File: src/rtl/ahbl_splitter_n.sv
// N-port AHB-Lite splitter: page decode, data-phase owner mux and a built-in
// two-cycle ERROR default slave. Optional stall watchdog via AHBL_SPLITTER_WDT_EN.
module ahbl_splitter_n #(
  parameter int unsigned       NS      = 4,
  parameter int unsigned       DW      = 32,
  parameter logic [NS*4-1:0]   S_PAGES = {4'hC, 4'h8, 4'h4, 4'h0},
  parameter int unsigned       TIMEOUT = 255
) (
  input  logic             HCLK,
  input  logic             HRESETn,
  input  logic [31:0]      HADDR,
  input  logic [1:0]       HTRANS,
  output logic             HREADY,
  output logic             HRESP,
  output logic [DW-1:0]    HRDATA,
  output logic [NS-1:0]    S_HSEL,
  input  logic [NS*DW-1:0] S_HRDATA,
  input  logic [NS-1:0]    S_HREADYOUT,
  input  logic [NS-1:0]    S_HRESP,
  output logic             TO_FLAG,
  output logic [3:0]       TO_IDX,
  input  logic             TO_CLR
);

  typedef enum logic [1:0] {OWN_NONE, OWN_SLV, OWN_DEF} own_e;
  typedef enum logic [1:0] {ST_IDLE, ST_ERR1, ST_ERR2} err_e;

  localparam logic [DW-1:0] BAD_DATA = DW'(32'hBADDBEEF);

  own_e          r_own;
  logic [3:0]    r_own_idx;
  err_e          r_st;

  logic [NS-1:0] w_hsel;
  logic          w_match;
  logic [3:0]    w_idx;
  logic          w_s_ready;
  logic          w_s_resp;
  logic [DW-1:0] w_s_data;
  logic          w_hready;
  logic          w_hresp;
  logic [DW-1:0] w_hrdata;
  logic          w_timeout;
  logic          w_unused;

  // Ascending scan with an early-match flag so the lowest index wins on duplicate pages.
  always_comb begin
    w_hsel  = '0;
    w_match = 1'b0;
    w_idx   = '0;
    for (int unsigned i = 0; i < NS; i++) begin
      if (!w_match && (HADDR[31:28] == S_PAGES[4*i +: 4])) begin
        w_match   = 1'b1;
        w_idx     = 4'(i);
        w_hsel[i] = 1'b1;
      end
    end
  end

  always_comb begin
    w_s_ready = 1'b1;
    w_s_resp  = 1'b0;
    w_s_data  = '0;
    for (int unsigned i = 0; i < NS; i++) begin
      if (r_own_idx == 4'(i)) begin
        w_s_ready = S_HREADYOUT[i];
        w_s_resp  = S_HRESP[i];
        w_s_data  = S_HRDATA[DW*i +: DW];
      end
    end
  end

  always_comb begin
    w_hready = 1'b1;
    w_hresp  = 1'b0;
    w_hrdata = BAD_DATA;
    unique case (r_own)
      OWN_SLV: begin
        w_hready = w_s_ready;
        w_hresp  = w_s_resp;
        w_hrdata = w_s_data;
      end
      OWN_DEF: begin
        w_hready = (r_st == ST_ERR2);
        w_hresp  = 1'b1;
      end
      default: ;
    endcase
  end

  // A watchdog timeout hands the stalled data phase to the default slave.
  always_ff @(posedge HCLK) begin
    if (!HRESETn) begin
      r_own     <= OWN_NONE;
      r_own_idx <= '0;
      r_st      <= ST_IDLE;
    end else if (w_timeout) begin
      r_own <= OWN_DEF;
      r_st  <= ST_ERR1;
    end else if (w_hready) begin
      if (!HTRANS[1]) begin
        r_own <= OWN_NONE;
        r_st  <= ST_IDLE;
      end else if (w_match) begin
        r_own     <= OWN_SLV;
        r_own_idx <= w_idx;
        r_st      <= ST_IDLE;
      end else begin
        r_own <= OWN_DEF;
        r_st  <= ST_ERR1;
      end
    end else if (r_st == ST_ERR1) begin
      r_st <= ST_ERR2;
    end
  end

`ifdef AHBL_SPLITTER_WDT_EN
  logic [15:0] r_cnt;
  logic        r_to_flag;
  logic [3:0]  r_to_idx;
  logic        w_stall;

  assign w_stall   = (r_own == OWN_SLV) && !w_s_ready;
  assign w_timeout = w_stall && (r_cnt == 16'(TIMEOUT - 1));

  always_ff @(posedge HCLK) begin
    if (!HRESETn) begin
      r_cnt     <= '0;
      r_to_flag <= 1'b0;
      r_to_idx  <= '0;
    end else begin
      if (w_timeout || w_hready) r_cnt <= '0;
      else if (w_stall)          r_cnt <= r_cnt + 16'd1;
      if (w_timeout) begin
        r_to_flag <= 1'b1;
        r_to_idx  <= r_own_idx;
      end else if (TO_CLR) begin
        r_to_flag <= 1'b0;
      end
    end
  end

  assign TO_FLAG  = r_to_flag;
  assign TO_IDX   = r_to_idx;
  assign w_unused = ^{HADDR[27:0], HTRANS[0]};
`else
  assign w_timeout = 1'b0;
  assign TO_FLAG   = 1'b0;
  assign TO_IDX    = '0;
  assign w_unused  = ^{HADDR[27:0], HTRANS[0], TO_CLR, 16'(TIMEOUT)};
`endif

  assign S_HSEL = w_hsel;
  assign HREADY = w_hready;
  assign HRESP  = w_hresp;
  assign HRDATA = w_hrdata;

endmodule

File: config.mk
export PLATFORM = sky130hd
export DESIGN_NAME = ahbl_splitter_n
export DESIGN_NICKNAME = d
export VERILOG_FILES = /design/src/rtl/ahbl_splitter_n.sv
export SDC_FILE = /design/constraint.sdc
export NUM_CORES = 1
export LEC_CHECK = 0
export ABC_AREA = 1
export CORE_ASPECT_RATIO = 0.9
export CORE_MARGIN = 2
export CORE_UTILIZATION = 20
export CTS_CLUSTER_SIZE = 8
export DETAILED_ROUTE_END_ITERATION = 7
export GPL_TIMING_DRIVEN = 0
export PLACE_DENSITY = 0.78
export SLEW_MARGIN = 25
export SYNTH_ARGS = -nofsm -noshare
export SYNTH_HDL_FRONTEND = slang
export SYNTH_SLANG_ARGS = --single-unit
File: constraint.sdc
create_clock -name HCLK -period 1.3 [get_ports HCLK]
set_input_delay 0.195 -clock HCLK [delete_from_list [all_inputs] [get_ports HCLK]]
set_output_delay 0.195 -clock HCLK [all_outputs]
set_load 0.03 [all_outputs]
==> results.json, run 1 <==
{
  "synth_top_family_by_area": "simple AND/OR/NAND/NOR gates",
  "netlist_instances": 237,
  "grt_util_all_layers_pct": 20.8,
  "fin_worst_skew_ps": 6.26,
  "critPathKind": "reg2out",
  "end_kind": "output pin",
  "dp_hpwl_um": 6150,
  "ys_seq_area_share_pct": 9.13,
  "row_count": 28,
  "fin_ws_ps": -473,
  "clockRootBuffer": "clkbuf_8",
  "synth-compound-area-share_pct": 34.7,
  "dp.cells": 511,
  "max_freq_mhz": 564,
  "hold_ws_ps": 463,
  "drt_iter0_markers": 68,
  "rsz0062_at_grt": "true",
  "grt_pass1_vias": 2390,
  "die_h_um": 80.9,
  "total_power_mw": 1.77,
  "critPathArrivalTime_ps": 1580,
  "cts_buffers": 3,
  "fin_crit_sh_pct": 136,
  "synth_seq_cells": 6,
  "vias": 2502,
  "final_core_util_pct": 63.7,
  "area_delta_synth_final_pct": 214,
  "final_area_sq_um": 4130,
  "fin_nets": 618,
  "synth-simple-area-share_pct": 39.9,
  "cts_hold_buf": 0,
  "place_area_sq_um": 3530,
  "initial_core_util_pct": 20.3,
  "final_cell_mix": "clkdlybuf4s50_1 (138), nand2_1 (55), buf_6 (43), nand3_2 (25), buf_4 (20)",
  "layout-drive-gt1-share_pct": 39.5,
  "setup_violations": 40,
  "grt_pass1_wl_um": 11800,
  "drt-pass1-iter-count": 4,
  "startpoint_type": "register",
  "ant_nets": 0,
  "fillers": 562,
  "dieArea_sq_um": 7240,
  "max_cap_violations": 0,
  "gp_congestion": 0.790,
  "fp.coreArea_sq_um": 6480,
  "synth_cell_type_count": 27,
  "yosysWarnings": 0,
  "leakage_nw": 1.57,
  "maxSlewViolCount": 0,
  "syn_area_sq_um": 1320,
  "ios": 216,
  "hold_violations": 0,
  "peakVddDrop_mv": 0.510,
  "fin_cells": 531,
  "num_antenna_cells": 0,
  "die_w_um": 89.5,
  "cts.htree.levels": 1,
  "viasPerCell": 4.71,
  "synthAdderAreaFrac_pct": 1.90,
  "cts_tree": "yes",
  "routedWlPerCell_um": 16.2,
  "antenna_found_initial": 0,
  "clkLatencyLatePin_ps": 230,
  "grt_start_max_net_pins": 11,
  "cts.sinks": 6,
  "outcome": "finished with violations",
  "syn_area_per_cell_sq_um": 5.55,
  "mostFrequentLayoutCell": "clkdlybuf4s50_1",
  "crit_fanout": 6,
  "violations": "negative setup slack",
  "p_per_area_nw_per_um2": 429,
  "overflow": 0,
  "path_clk_slew_ps": 40,
  "portBuffers": 180,
  "cts_max_path_buffers": 2,
  "remaining_drc_errors": 0,
  "synthMuxAreaShare_pct": 0,
  "finalWirelength_um": 8590,
  "synth_xor_xnor_area_share_pct": 0,
  "fin_crit_ps": 1770,
  "hold_path.class": "reg2reg",
  "crit_required_ps": 1110
}
==> layer usage <==
layer,track usage [%],up-vias,wire length [um]
li1,-,1225,-
met1,23.4,1171,3150
met2,39.2,95,4620
met3,4.37,11,691
met4,5.97,0,136
met5,0,-,0
==> path summary, 6_finish.rpt <==
check / cells after the start / startpoint / slack [ps] / to
setup / recovery: 6 / r_own_idx[1] / -470 / HRDATA[21]
hold / removal: 2 / r_own[0] / 460 / r_own[0]
setup reg to reg: 10 / r_own_idx[1] / -180 / r_own_idx[1]
hold reg to reg: 2 / r_own[0] / 460 / r_own[0]
==> registers in the layout, summed over array words and instances, names as in the netlist <==
name and count:
r_own 2, r_own_idx 2, r_st 2
==> through the flow <==
step,setup slack [ps],TNS (ps)
2_1_floorplan,-106,-3260
3_3_place_gp,-951,-32580
3_5_place_dp,-950,-33180
4_1_cts,-449,-13930
5_1_grt,-524,-16690
6_report,-473,-14180
==> cells by family (layout without fill, tap and decap cells) <==
family	after synthesis	count (layout)
buffers and inverters	39	238
adder cells (fa/ha/maj)	2	2
AO/OA/AOI/OAI	67	67
AND/OR/NAND/NOR	122	123
other	1	5
flip-flops	6	6
==> worst max-delay path: stages (launching register included) <==
cell        delay [ps]
dfxtp_4            410
inv_4               50
nor2_4             150
clkinvlp_4         250
o221ai_4           260
a21oi_4             80
buf_6              140
==> where the power goes <==
group	total, mW	internal [mW]	leakage (nW)	switching (mW)
Sequential	0.213	0.194	0.0513	0.0184
Clock	0.283	0.199	0.0216	0.0841
Combinational	1.28	0.739	1.50	0.537
==> timing repair <==
item                                    4_1_cts  5_1_grt
endpoints found under the setup margin       44       44
pin swaps                                    15       12
buffers inserted                             12        3
resized for setup                           337       33
hold endpoints to repair                      0        0
cloned                                        3        0
==> synthesized netlist by cell type <==
master / number / area, sq um
dfxtp_1: 6 / 120
o21bai_4: 1 / 18.8
a21oi_1: 34 / 170
buf_2: 7 / 35.0
nor2_1: 26 / 97.6
inv_2: 2 / 7.51
nand3_1: 29 / 145
nor3_1: 4 / 20.0
inv_1: 15 / 56.3
conb_1: 1 / 3.75
nand3b_1: 1 / 7.51
nor2_4: 1 / 11.3
nand3_2: 1 / 10.0
ha_1: 2 / 25.0
o21ai_0: 2 / 10.0
clkbuf_1: 6 / 22.5
buf_4: 6 / 45.0
a22o_1: 19 / 166
o221ai_1: 8 / 70.1
o21a_1: 1 / 7.51
o21ai_1: 1 / 5.00
buf_6: 1 / 11.3
clkinv_1: 2 / 7.51
nor2_2: 2 / 12.5
a221oi_1: 1 / 8.76
nand2_1: 57 / 214
nand4_1: 1 / 6.26
==> cell type report <==
cell class | count | area [sq um] | share of cell area (%)
timing repair buffer | 195 | 1970 | 47.7
timing repair inverter | 2 | 13.8 | 0.333
multi-input combinational | 197 | 1560 | 37.7
tap | 90 | 113 | 2.73
buffer | 19 | 200 | 4.85
clock buffer | 3 | 41.3 | 1.00
sequential | 6 | 130 | 3.15
inverter | 19 | 104 | 2.52
No activity file was read; power rests on OpenSTA's default activity.
==> inputs of run 2 (changes only) <==
- SLEW_MARGIN: 25 -> default
==> results of run 2 <==
The final DEF is identical to that of run 1; final timing and power are the same.
==> inputs of run 3 (changes only) <==
- CORE_ASPECT_RATIO: 0.9 -> 2
==> run 3 against run 2 <==
Against the previous run:
- the flow still finishes with violations (negative setup slack)
- utilization increased by 6.5 points
- critical path depth increased by 1
- fmax decreased by 0.41%
- flip-flop and latch count unchanged
- combinational power increased by 6%
- clock-buffer cell count unchanged
- sequential share of layout area decreased by 0.16 points
- critical path type unchanged
==> results.json, run 3 (synthesis gave the netlist of run 1 again) <==
{
  "overflow": 0,
  "slowest_delay_ps": 400,
  "critPathKind": "reg2out",
  "routedWlPerCell_um": 15.8,
  "max_freq_mhz": 562,
  "fin_cells": 540,
  "end_kind": "output pin",
  "drt_iter0_markers": 113,
  "place_area_sq_um": 3520,
  "cts_tree": "yes",
  "fp.coreArea_sq_um": 6310,
  "final_cell_mix": "clkdlybuf4s50_1 (138), nand2_1 (53), buf_6 (43), nand3_2 (27), buf_4 (27)",
  "fin_ws_ps": -481,
  "portBuffers": 180,
  "p_per_area_nw_per_um2": 466,
  "fin_crit_sh_pct": 137,
  "mostFrequentLayoutCell": "clkdlybuf4s50_1",
  "area_delta_synth_final_pct": 237,
  "outcome": "finished with violations",
  "startpoint_type": "register",
  "dieArea_sq_um": 7280,
  "vias": 2573,
  "grt_pass1_vias": 2633,
  "crit_required_ps": 1110,
  "initial_core_util_pct": 20.8,
  "gp_congestion": 0.779,
  "final_core_util_pct": 70.2,
  "rsz0062_at_grt": "true",
  "seqCellArea_sq_um": 133,
  "finalWirelength_um": 8530,
  "hold_ws_ps": 480,
  "reg_top3": "r_own: 2 flops, r_own_idx: 2 flops, r_st: 2 flops",
  "hold_path.class": "reg2reg",
  "leakage_nw": 1.69,
  "path_buf_inv": 3,
  "max_cap_violations": 0,
  "crit_fanout": 10,
  "dp.cells": 507,
  "path_cells": "nor2_4, buf_12, buf_8, a22o_1, a21oi_2, nand3_2, buf_6",
  "cts.htree.levels": 1,
  "antenna_found_initial": 0,
  "multiInputGateArea_sq_um": 1610,
  "violations": "negative setup slack",
  "fin_worst_skew_ps": 2.42,
  "drt-pass1-iter-count": 4,
  "remaining_drc_errors": 0,
  "path_clk_slew_ps": 30,
  "peakVddDrop_mv": 0.624,
  "hold_violations": 0,
  "die_h_um": 119,
  "crit_slowest_cell": "dfxtp_4",
  "final_area_sq_um": 4430,
  "clockRootBuffer": "clkbuf_16",
  "critical-path-top-delay-family": "buffers and inverters",
  "critPathArrivalTime_ps": 1590,
  "grt_util_all_layers_pct": 21.6,
  "layout-drive-gt1-share_pct": 44.7,
  "ant_nets": 0,
  "grt_start_max_net_pins": 11,
  "cts_buffers": 3,
  "fin_nets": 631,
  "grt_pass1_wl_um": 12200,
  "fillers": 504,
  "fin_crit_ps": 1780,
  "maxSlewViolCount": 0,
  "setup_violations": 40,
  "die_w_um": 61.3,
  "total_power_mw": 2.06,
  "cts_max_path_buffers": 2,
  "dp_hpwl_um": 6230,
  "viasPerCell": 4.76,
  "ios": 216,
  "row_count": 41,
  "cts.sinks": 6,
  "clkLatencyLatePin_ps": 230,
  "num_antenna_cells": 0,
  "r2r_slack_ps": -170
}
-- run 3: timing repair --
action	CTS	global route
setup endpoints to repair	44	44
buffers inserted	18	11
gates resized for setup	353	60
pin swaps	17	31
gates cloned	3	2
hold buffers	0	0
-- run 3: power breakdown --
part           total, mW  switching, mW  internal (mW)  leakage [nW]
Sequential         0.210         0.0170          0.193        0.0516
Clock              0.491         0.0970          0.394        0.0370
Combinational       1.36          0.559          0.803          1.60
-- run 3: worst paths after layout --
check | from | to | cells after the start
hold reg to reg | r_st[0] | r_st[0] | 2
hold / removal | r_st[0] | r_st[0] | 2
setup / recovery | r_own_idx[1] | HRDATA[15] | 7
setup reg to reg | r_own[1] | r_st[1] | 8
-- run 3: area by class of cell --
cell class                      instances  share of cell area, %
Inverter                               19                   2.57
Tap cell                               86                   2.43
Timing Repair inverter                  2                  0.509
Multi-Input combinational cell        196                   36.4
Timing Repair Buffer                  210                   48.6
Sequential cell                         6                   3.00
Buffer                                 18                   4.78
Clock buffer                            3                   1.70
-- run 3: metrics by stage --
step | TNS (ps) | setup slack, ps
finish | -14350 | -481
global route | -16530 | -523
CTS | -15210 | -502
detailed placement | -32980 | -982
global placement | -32730 | -979
floorplan | -3260 | -106
-- run 3: metal layers --
| layer | vias to the layer above | track usage, % | routed length [um] |
|---|---|---|---|
| met2 | 118 | 44.3 | 5130 |
| met5 | - | 0 | 0 |
| met1 | 1190 | 19.5 | 2590 |
| met3 | 12 | 3.83 | 643 |
| met4 | 0 | 5.45 | 168 |
| li1 | 1253 | - | - |
-- run 3: worst reg2reg max path: cells and delay by family (launching register included) --
family	cells	cell delay [ps]
AOI/OAI and AO/OA	2	340
DFF	1	320
buffers and inverters	3	320
adders and majority gates	1	240
and+or+nand+nor	2	200
